<file path="src/rtl/ps2_kbd_pkg.sv">
// Shared PS/2 keyboard definitions: scan-code and ASCII constants,
// the translate-stage entry type and the shifted-digit helper.
package ps2_kbd_pkg;

  localparam logic [7:0] SC_ENTER = 8'h5A;
  localparam logic [7:0] SC_BKSP  = 8'h66;
  localparam logic [7:0] SC_SPACE = 8'h29;
  localparam logic [7:0] SC_BREAK = 8'hF0;

  localparam logic [7:0] CR = 8'h0D;
  localparam logic [7:0] BS = 8'h08;
  localparam logic [7:0] SP = 8'h20;

  typedef enum logic [1:0] {KC_NONE, KC_LETTER, KC_DIGIT, KC_CTRL} key_class_t;

  typedef struct packed {
    logic       hit;
    logic [7:0] ch;
  } key_char_t;

  // US-legend symbols above the digit keys 0..9
  function automatic logic [7:0] shifted_digit(input logic [3:0] d);
    logic [7:0] c;
    case (d)
      4'd0:    c = 8'h29;
      4'd1:    c = 8'h21;
      4'd2:    c = 8'h40;
      4'd3:    c = 8'h23;
      4'd4:    c = 8'h24;
      4'd5:    c = 8'h25;
      4'd6:    c = 8'h5E;
      4'd7:    c = 8'h26;
      4'd8:    c = 8'h2A;
      4'd9:    c = 8'h28;
      default: c = 8'h00;
    endcase
    return c;
  endfunction

endpackage

</file>
<file path="src/rtl/ps2_scan2ascii.sv">
// Combinational set-2 scan code to ASCII lookup with shift/caps-lock handling.
// Also used by the LCD stage, so it carries no state.
module ps2_scan2ascii
  import ps2_kbd_pkg::*;
(
  input  logic [7:0] scan,
  input  logic       shift,
  input  logic       capslock,
  output logic [7:0] ascii,
  output logic       hit
);

  key_class_t cls_s;
  logic [4:0] idx_s;
  logic [7:0] ctrl_s;

  // Classify the scan code and find its position within its class
  always_comb begin
    cls_s  = KC_NONE;
    idx_s  = 5'd0;
    ctrl_s = 8'h00;
    case (scan)
      8'h1C: begin cls_s = KC_LETTER; idx_s = 5'd0;  end
      8'h32: begin cls_s = KC_LETTER; idx_s = 5'd1;  end
      8'h21: begin cls_s = KC_LETTER; idx_s = 5'd2;  end
      8'h23: begin cls_s = KC_LETTER; idx_s = 5'd3;  end
      8'h24: begin cls_s = KC_LETTER; idx_s = 5'd4;  end
      8'h2B: begin cls_s = KC_LETTER; idx_s = 5'd5;  end
      8'h34: begin cls_s = KC_LETTER; idx_s = 5'd6;  end
      8'h33: begin cls_s = KC_LETTER; idx_s = 5'd7;  end
      8'h43: begin cls_s = KC_LETTER; idx_s = 5'd8;  end
      8'h3B: begin cls_s = KC_LETTER; idx_s = 5'd9;  end
      8'h42: begin cls_s = KC_LETTER; idx_s = 5'd10; end
      8'h4B: begin cls_s = KC_LETTER; idx_s = 5'd11; end
      8'h3A: begin cls_s = KC_LETTER; idx_s = 5'd12; end
      8'h31: begin cls_s = KC_LETTER; idx_s = 5'd13; end
      8'h44: begin cls_s = KC_LETTER; idx_s = 5'd14; end
      8'h4D: begin cls_s = KC_LETTER; idx_s = 5'd15; end
      8'h15: begin cls_s = KC_LETTER; idx_s = 5'd16; end
      8'h2D: begin cls_s = KC_LETTER; idx_s = 5'd17; end
      8'h1B: begin cls_s = KC_LETTER; idx_s = 5'd18; end
      8'h2C: begin cls_s = KC_LETTER; idx_s = 5'd19; end
      8'h3C: begin cls_s = KC_LETTER; idx_s = 5'd20; end
      8'h2A: begin cls_s = KC_LETTER; idx_s = 5'd21; end
      8'h1D: begin cls_s = KC_LETTER; idx_s = 5'd22; end
      8'h22: begin cls_s = KC_LETTER; idx_s = 5'd23; end
      8'h35: begin cls_s = KC_LETTER; idx_s = 5'd24; end
      8'h1A: begin cls_s = KC_LETTER; idx_s = 5'd25; end
      8'h45: begin cls_s = KC_DIGIT;  idx_s = 5'd0;  end
      8'h16: begin cls_s = KC_DIGIT;  idx_s = 5'd1;  end
      8'h1E: begin cls_s = KC_DIGIT;  idx_s = 5'd2;  end
      8'h26: begin cls_s = KC_DIGIT;  idx_s = 5'd3;  end
      8'h25: begin cls_s = KC_DIGIT;  idx_s = 5'd4;  end
      8'h2E: begin cls_s = KC_DIGIT;  idx_s = 5'd5;  end
      8'h36: begin cls_s = KC_DIGIT;  idx_s = 5'd6;  end
      8'h3D: begin cls_s = KC_DIGIT;  idx_s = 5'd7;  end
      8'h3E: begin cls_s = KC_DIGIT;  idx_s = 5'd8;  end
      8'h46: begin cls_s = KC_DIGIT;  idx_s = 5'd9;  end
      SC_SPACE: begin cls_s = KC_CTRL; ctrl_s = SP; end
      SC_ENTER: begin cls_s = KC_CTRL; ctrl_s = CR; end
      SC_BKSP:  begin cls_s = KC_CTRL; ctrl_s = BS; end
      SC_BREAK: cls_s = KC_NONE;
      default:  cls_s = KC_NONE;
    endcase
  end

  // Caps-lock only affects letters; shift picks the symbol row for digits
  always_comb begin
    ascii = 8'h00;
    hit   = 1'b0;
    case (cls_s)
      KC_LETTER: begin
        ascii = ((shift ^ capslock) ? 8'h41 : 8'h61) + {3'b000, idx_s};
        hit   = 1'b1;
      end
      KC_DIGIT: begin
        ascii = shift ? shifted_digit(idx_s[3:0]) : (8'h30 + {3'b000, idx_s});
        hit   = 1'b1;
      end
      KC_CTRL: begin
        ascii = ctrl_s;
        hit   = 1'b1;
      end
      default: begin
        ascii = 8'h00;
        hit   = 1'b0;
      end
    endcase
  end

endmodule

</file>
<file path="src/rtl/ps2_key_queue.sv">
// Keyboard make codes -> ASCII -> FIFO towards the LCD writer.
// Optional macro TYPEMATIC_FILTER_EN drops auto-repeated make codes.
module ps2_key_queue
  import ps2_kbd_pkg::*;
#(
  parameter int DEPTH = 16,
  parameter int AW    = 4
) (
  input  logic          clk,
  input  logic          rst_n,
  input  logic          key_on,
  input  logic [7:0]    key_value,
  input  logic          relase,
  input  logic          shift,
  input  logic          capslock,
  output logic [7:0]    ascii_data,
  output logic          ascii_valid,
  input  logic          ascii_ready,
  output logic [AW:0]   level,
  output logic          overflow,
  input  logic          clr_ovf
);

  localparam logic [AW:0] FULL_DIFF = {1'b1, {AW{1'b0}}};

  logic [7:0] xl_ascii_s;
  logic       xl_hit_s;
  logic       repeat_s;
  logic       accept_s;
  key_char_t  s1_q, s1_d;
  logic [AW:0] wr_q, wr_d, rd_q, rd_d, level_q, level_d;
  logic [7:0] mem_q [DEPTH];
  logic [7:0] data_q, data_d;
  logic       valid_q, valid_d, ovf_q, ovf_d;
  logic       empty_s, full_s, pop_s, push_s, drop_s;

  ps2_scan2ascii u_xlat (
    .scan     (key_value),
    .shift    (shift),
    .capslock (capslock),
    .ascii    (xl_ascii_s),
    .hit      (xl_hit_s)
  );

`ifdef TYPEMATIC_FILTER_EN
  logic [7:0] last_scan_q, last_scan_d;
  logic       held_q, held_d;

  // A break re-arms the key; any make code becomes the one being held
  always_comb begin
    last_scan_d = last_scan_q;
    held_d      = held_q;
    if (key_on) begin
      if (relase) begin
        held_d = 1'b0;
      end else begin
        last_scan_d = key_value;
        held_d      = 1'b1;
      end
    end else begin
      held_d = held_q;
    end
  end

  // Typematic filter state
  always_ff @(posedge clk or negedge rst_n) begin
    if (!rst_n) begin
      last_scan_q <= 8'h00;
      held_q      <= 1'b0;
    end else begin
      last_scan_q <= last_scan_d;
      held_q      <= held_d;
    end
  end

  assign repeat_s = held_q && (key_value == last_scan_q);
`else
  assign repeat_s = 1'b0;
`endif

  assign accept_s = key_on & ~relase & ~repeat_s;
  assign s1_d.hit = accept_s & xl_hit_s;
  assign s1_d.ch  = xl_ascii_s;

  assign empty_s = (wr_q == rd_q);
  assign full_s  = ((wr_q ^ rd_q) == FULL_DIFF);
  assign pop_s   = ~empty_s & ascii_ready;
  assign push_s  = s1_q.hit & (~full_s | pop_s);
  assign drop_s  = s1_q.hit & full_s & ~pop_s;

  // Next pointers, occupancy and the head entry as seen after this edge
  always_comb begin
    wr_d    = wr_q + {{AW{1'b0}}, push_s};
    rd_d    = rd_q + {{AW{1'b0}}, pop_s};
    valid_d = (wr_d != rd_d);
    level_d = wr_d - rd_d;
    if (push_s && (wr_q[AW-1:0] == rd_d[AW-1:0])) begin
      data_d = s1_q.ch;
    end else begin
      data_d = mem_q[rd_d[AW-1:0]];
    end
    if (drop_s) begin
      ovf_d = 1'b1;
    end else if (clr_ovf) begin
      ovf_d = 1'b0;
    end else begin
      ovf_d = ovf_q;
    end
  end

  // Translate stage, pointers and registered outputs
  always_ff @(posedge clk or negedge rst_n) begin
    if (!rst_n) begin
      s1_q    <= '0;
      wr_q    <= '0;
      rd_q    <= '0;
      level_q <= '0;
      data_q  <= 8'h00;
      valid_q <= 1'b0;
      ovf_q   <= 1'b0;
    end else begin
      s1_q    <= s1_d;
      wr_q    <= wr_d;
      rd_q    <= rd_d;
      level_q <= level_d;
      data_q  <= data_d;
      valid_q <= valid_d;
      ovf_q   <= ovf_d;
    end
  end

  // Storage array; contents are only meaningful between rd and wr
  always_ff @(posedge clk) begin
    if (push_s) begin
      mem_q[wr_q[AW-1:0]] <= s1_q.ch;
    end
  end

  assign ascii_data  = data_q;
  assign ascii_valid = valid_q;
  assign level       = level_q;
  assign overflow    = ovf_q;

endmodule

</file>
<file path="config.mk">
export PLATFORM = sky130hd
export DESIGN_NAME = ps2_key_queue
export DESIGN_NICKNAME = d
export VERILOG_FILES = /design/src/rtl/ps2_kbd_pkg.sv /design/src/rtl/ps2_scan2ascii.sv /design/src/rtl/ps2_key_queue.sv
export SDC_FILE = /design/constraint.sdc
export NUM_CORES = 1
export LEC_CHECK = 0
export ABC_AREA = 1
export CAP_MARGIN = 20
export CORE_MARGIN = 2
export CORE_UTILIZATION = 40
export CTS_BUF_LIST = sky130_fd_sc_hd__clkbuf_8
export DETAILED_ROUTE_END_ITERATION = 12
export DONT_BUFFER_PORTS = 1
export GPL_TIMING_DRIVEN = 0
export SLEW_MARGIN = 40
export SYNTH_ARGS = -nofsm -noshare
export SYNTH_HDL_FRONTEND = slang
export SYNTH_SLANG_ARGS = --single-unit
export TNS_END_PERCENT = 50
</file>
<file path="constraint.sdc">
create_clock -name clk -period 3.88 [get_ports clk]
set_input_delay 1.164 -clock clk [delete_from_list [all_inputs] [get_ports clk]]
set_output_delay 1.164 -clock clk [all_outputs]
set_load 0.05 [all_outputs]
</file>
==> flow_summary.ini <==
[floorplanning]
pin_count = 31
dieArea_sq_mm = 0.0196
core_sq_mm = 0.0181
die_x_microns = 140
initial_core_util_pct = 41.0
die_h_microns = 140
std_cell_rows = 49

[pwr]
p_per_area_mw_per_mm2 = 751
vdd_drop_max_mv = 0.318
fin_total_pwr_w = 0.00611
p_leak_nw = 3.15

[sta]
slew_headroom_pct = 41.3
fin_crit_sh_pct = 92.4
skew_ps = 15.3
hold_viol_final = 0
timing.final.crit_period_ps = 3590
tns_ps = 0
maxSlewViolCount = 0
rsz0062_at_grt = no
fmax_mhz = 279
tightest_slew_ps = 877
finalSetupViolations = 0

[critical_path]
critical_path_class = flop to flop
start_kind = flop
path_max_fanout = 10
reg2reg_depth = 15
r2r_start = wr_q[1]
r2r-end = level[4]
rrSetupSlack_ps = 290
required_ps = 4230
end_kind = flop
cp.arrival_ps = 3940

[global_routing]
gr-total-overflow = 0
grt_first_pass_wirelength_mm = 29.1
grt_pass1_vias = 5281
grt_usage_pct = 19.6
grt_max_degree = 35
antenna_found_initial = 0

[drt]
vias_per_cell = 5.49
drtIter0Drc = 422
drcViolationCount = 0
wl_mm = 18.4
ant_nets = 0
vias = 5261
avgRoutedWirePerCell_microns = 19.2
first_pass_iters = 7

[clock_network]
clockBufferDepth = 2
htreeDepth = 4
cts_root_buffer = clkbuf_8
cts_tree = done
hold_buffers = 0
clk_latency_ps = 460
cts_buffers = 17
cts_setup_buffers = 0
clk_pin_slew_ps = 80
cts.sinks = 162

[logic_synthesis]
synth.avg_cell_area_sq_um = 10.6
synth_cells = 699
syn_nets = 729
post_synth_num_cell_types = 38
ys_seq_elements = 162
yosysSeqAreaShare_pct = 63.3
netlist_area_sq_mm = 0.00741
yosys_warnings = 0

[layout]
syn_to_final_growth_pct = 9.79
final_util_pct = 45.0
antenna_cells = 0
layout-drive-gt1-share_pct = 8.77
fin_nets = 747

[placement]
port_buffers = 0
dp_hpwl_mm = 13.1
gp_congestion = 0.880

[outcome]
outcome = finished clean

[min_path]
hp-class = primary input to async pin

[job]
cap_violations = 0
==> power breakdown <==
group	total [W]	internal (W)	leakage [nW]	switching [W]
sequential	0.00242	0.00202	1.60	0.000405
clock	0.00127	0.000685	0.222	0.000583
combinational	0.00242	0.000751	1.33	0.00167
total	0.00611	0.00346	3.15	0.00265
==> per-layer routing <==
layer | track usage [%] | up-vias | wire (microns)
li1 | - | 2492 | -
met1 | 25.6 | 2567 | 7820
met2 | 33.4 | 181 | 9190
met3 | 3.35 | 21 | 1140
met4 | 6.33 | 0 | 277
met5 | 0 | - | 0
==> registers in the layout (all words and copies together) (netlist names) <==
signal / flops
rd_q: 5
s1_q: 9
overflow: 1
level: 5
mem_q: 128
ascii_valid: 1
wr_q: 5
ascii_data: 8
==> area by class of cell <==
type / count / area [sq um]
plain buffers: 24 / 104
clock buffers: 17 / 234
clock inverters: 15 / 178
fillers: 1649 / 9950
inverters: 40 / 150
multi-input cells: 472 / 2490
flip-flops and latches: 162 / 4690
well taps: 229 / 287
==> worst max path at each step <==
stage / from / slack, ps / end
after floorplan: ascii_ready / 650 / level[4]
after global placement: wr_q[2] / 160 / level[4]
after detailed placement: wr_q[2] / 40 / level[4]
after CTS: wr_q[2] / 20 / level[4]
after global routing: wr_q[1] / 1 / level[4]
final: wr_q[1] / 290 / level[4]
==> cell usage after synthesis (all sizes together) <==
cell type,n,share of area (%)
nand3b,4,0.41
or2,1,0.084
edfxtp,128,52
nand4,8,0.68
a221oi,1,0.12
a21oi,6,0.56
conb,1,0.051
dfrtp,34,11
o21a,1,0.10
nand2,134,6.9
nand3,54,3.8
xor2,11,1.7
o221ai,32,3.8
ha,13,2.2
a21boi,1,0.10
xnor2,5,0.59
and2,1,0.084
buf,7,0.51
o21ai,70,4.8
o22ai,1,0.084
fa,1,0.27
inv,39,2.0
clkbuf,18,0.91
nor4,1,0.084
clkinv,1,0.051
nor3,7,0.61
nor2,119,6.2
==> worst max-delay path: stages, from the launching register on <==
cell and delay [ps]:
dfrtp_1 490, xor2_1 210, nor4_2 340, inv_1 70
o21ai_0 140, inv_1 60, ha_1 200, ha_1 260
xor2_4 350, inv_2 170, buf_2 250, ha_1 370
nand2_1 90, inv_1 60, a221oi_1 300, xnor2_1 110
==> kinds of logic after synthesis <==
kind of cell	count (synthesis)	share of synthesized area, %
simple gates	329	18.9
flops	162	63.3
compound gates	112	9.52
buf+inv	65	3.44
xor+xnor	16	2.25
fa+ha+maj	14	2.46
other cells	1	0.0506
==> stage by stage <==
step | setup WS, ps | hold WS, ps | instance area (sq um) | cells
finish | 294 | 385 | 8140 | 959
global route | 1.43 | 369 | 8140 | 959
CTS | 18.6 | 374 | 8110 | 960
detailed placement | 37.5 | 530 | 7700 | 928
global placement | 158 | 520 | 7700 | 928
floorplan | 650 | 503 | 7410 | 699
==> cells in the final DEF, fill, tap and decap left out, types with 3 or more instances in the layout <==
cell       synthesis  layout
nor2_2             6       8
edfxtp_1         128     128
inv_2              5       5
dfrtp_1           34      34
nand3b_1           4       4
inv_1             34      39
bufinv_16          0       4
a21oi_1            5       5
nor3_1             5       5
xnor2_1            5       5
nand3_1           51      51
o21ai_0           68      68
o221ai_1          32      31
ha_1              13      13
nand4_1            8       8
nand3_2            3       3
nand2_1          130     130
clkbuf_8           0      17
nand2_2            4       4
nor2_1           113     111
clkinv_2           0       3
xor2_1             9       9
clkbuf_1          18      15
buf_2              6       6
==> repair_timing <==
item | CTS | global route
setup endpoints to repair | 0 | 11
resized for setup | 0 | 7
endpoints found under the hold margin | 0 | 0
Note: power is estimated with default switching activity, not from simulation.
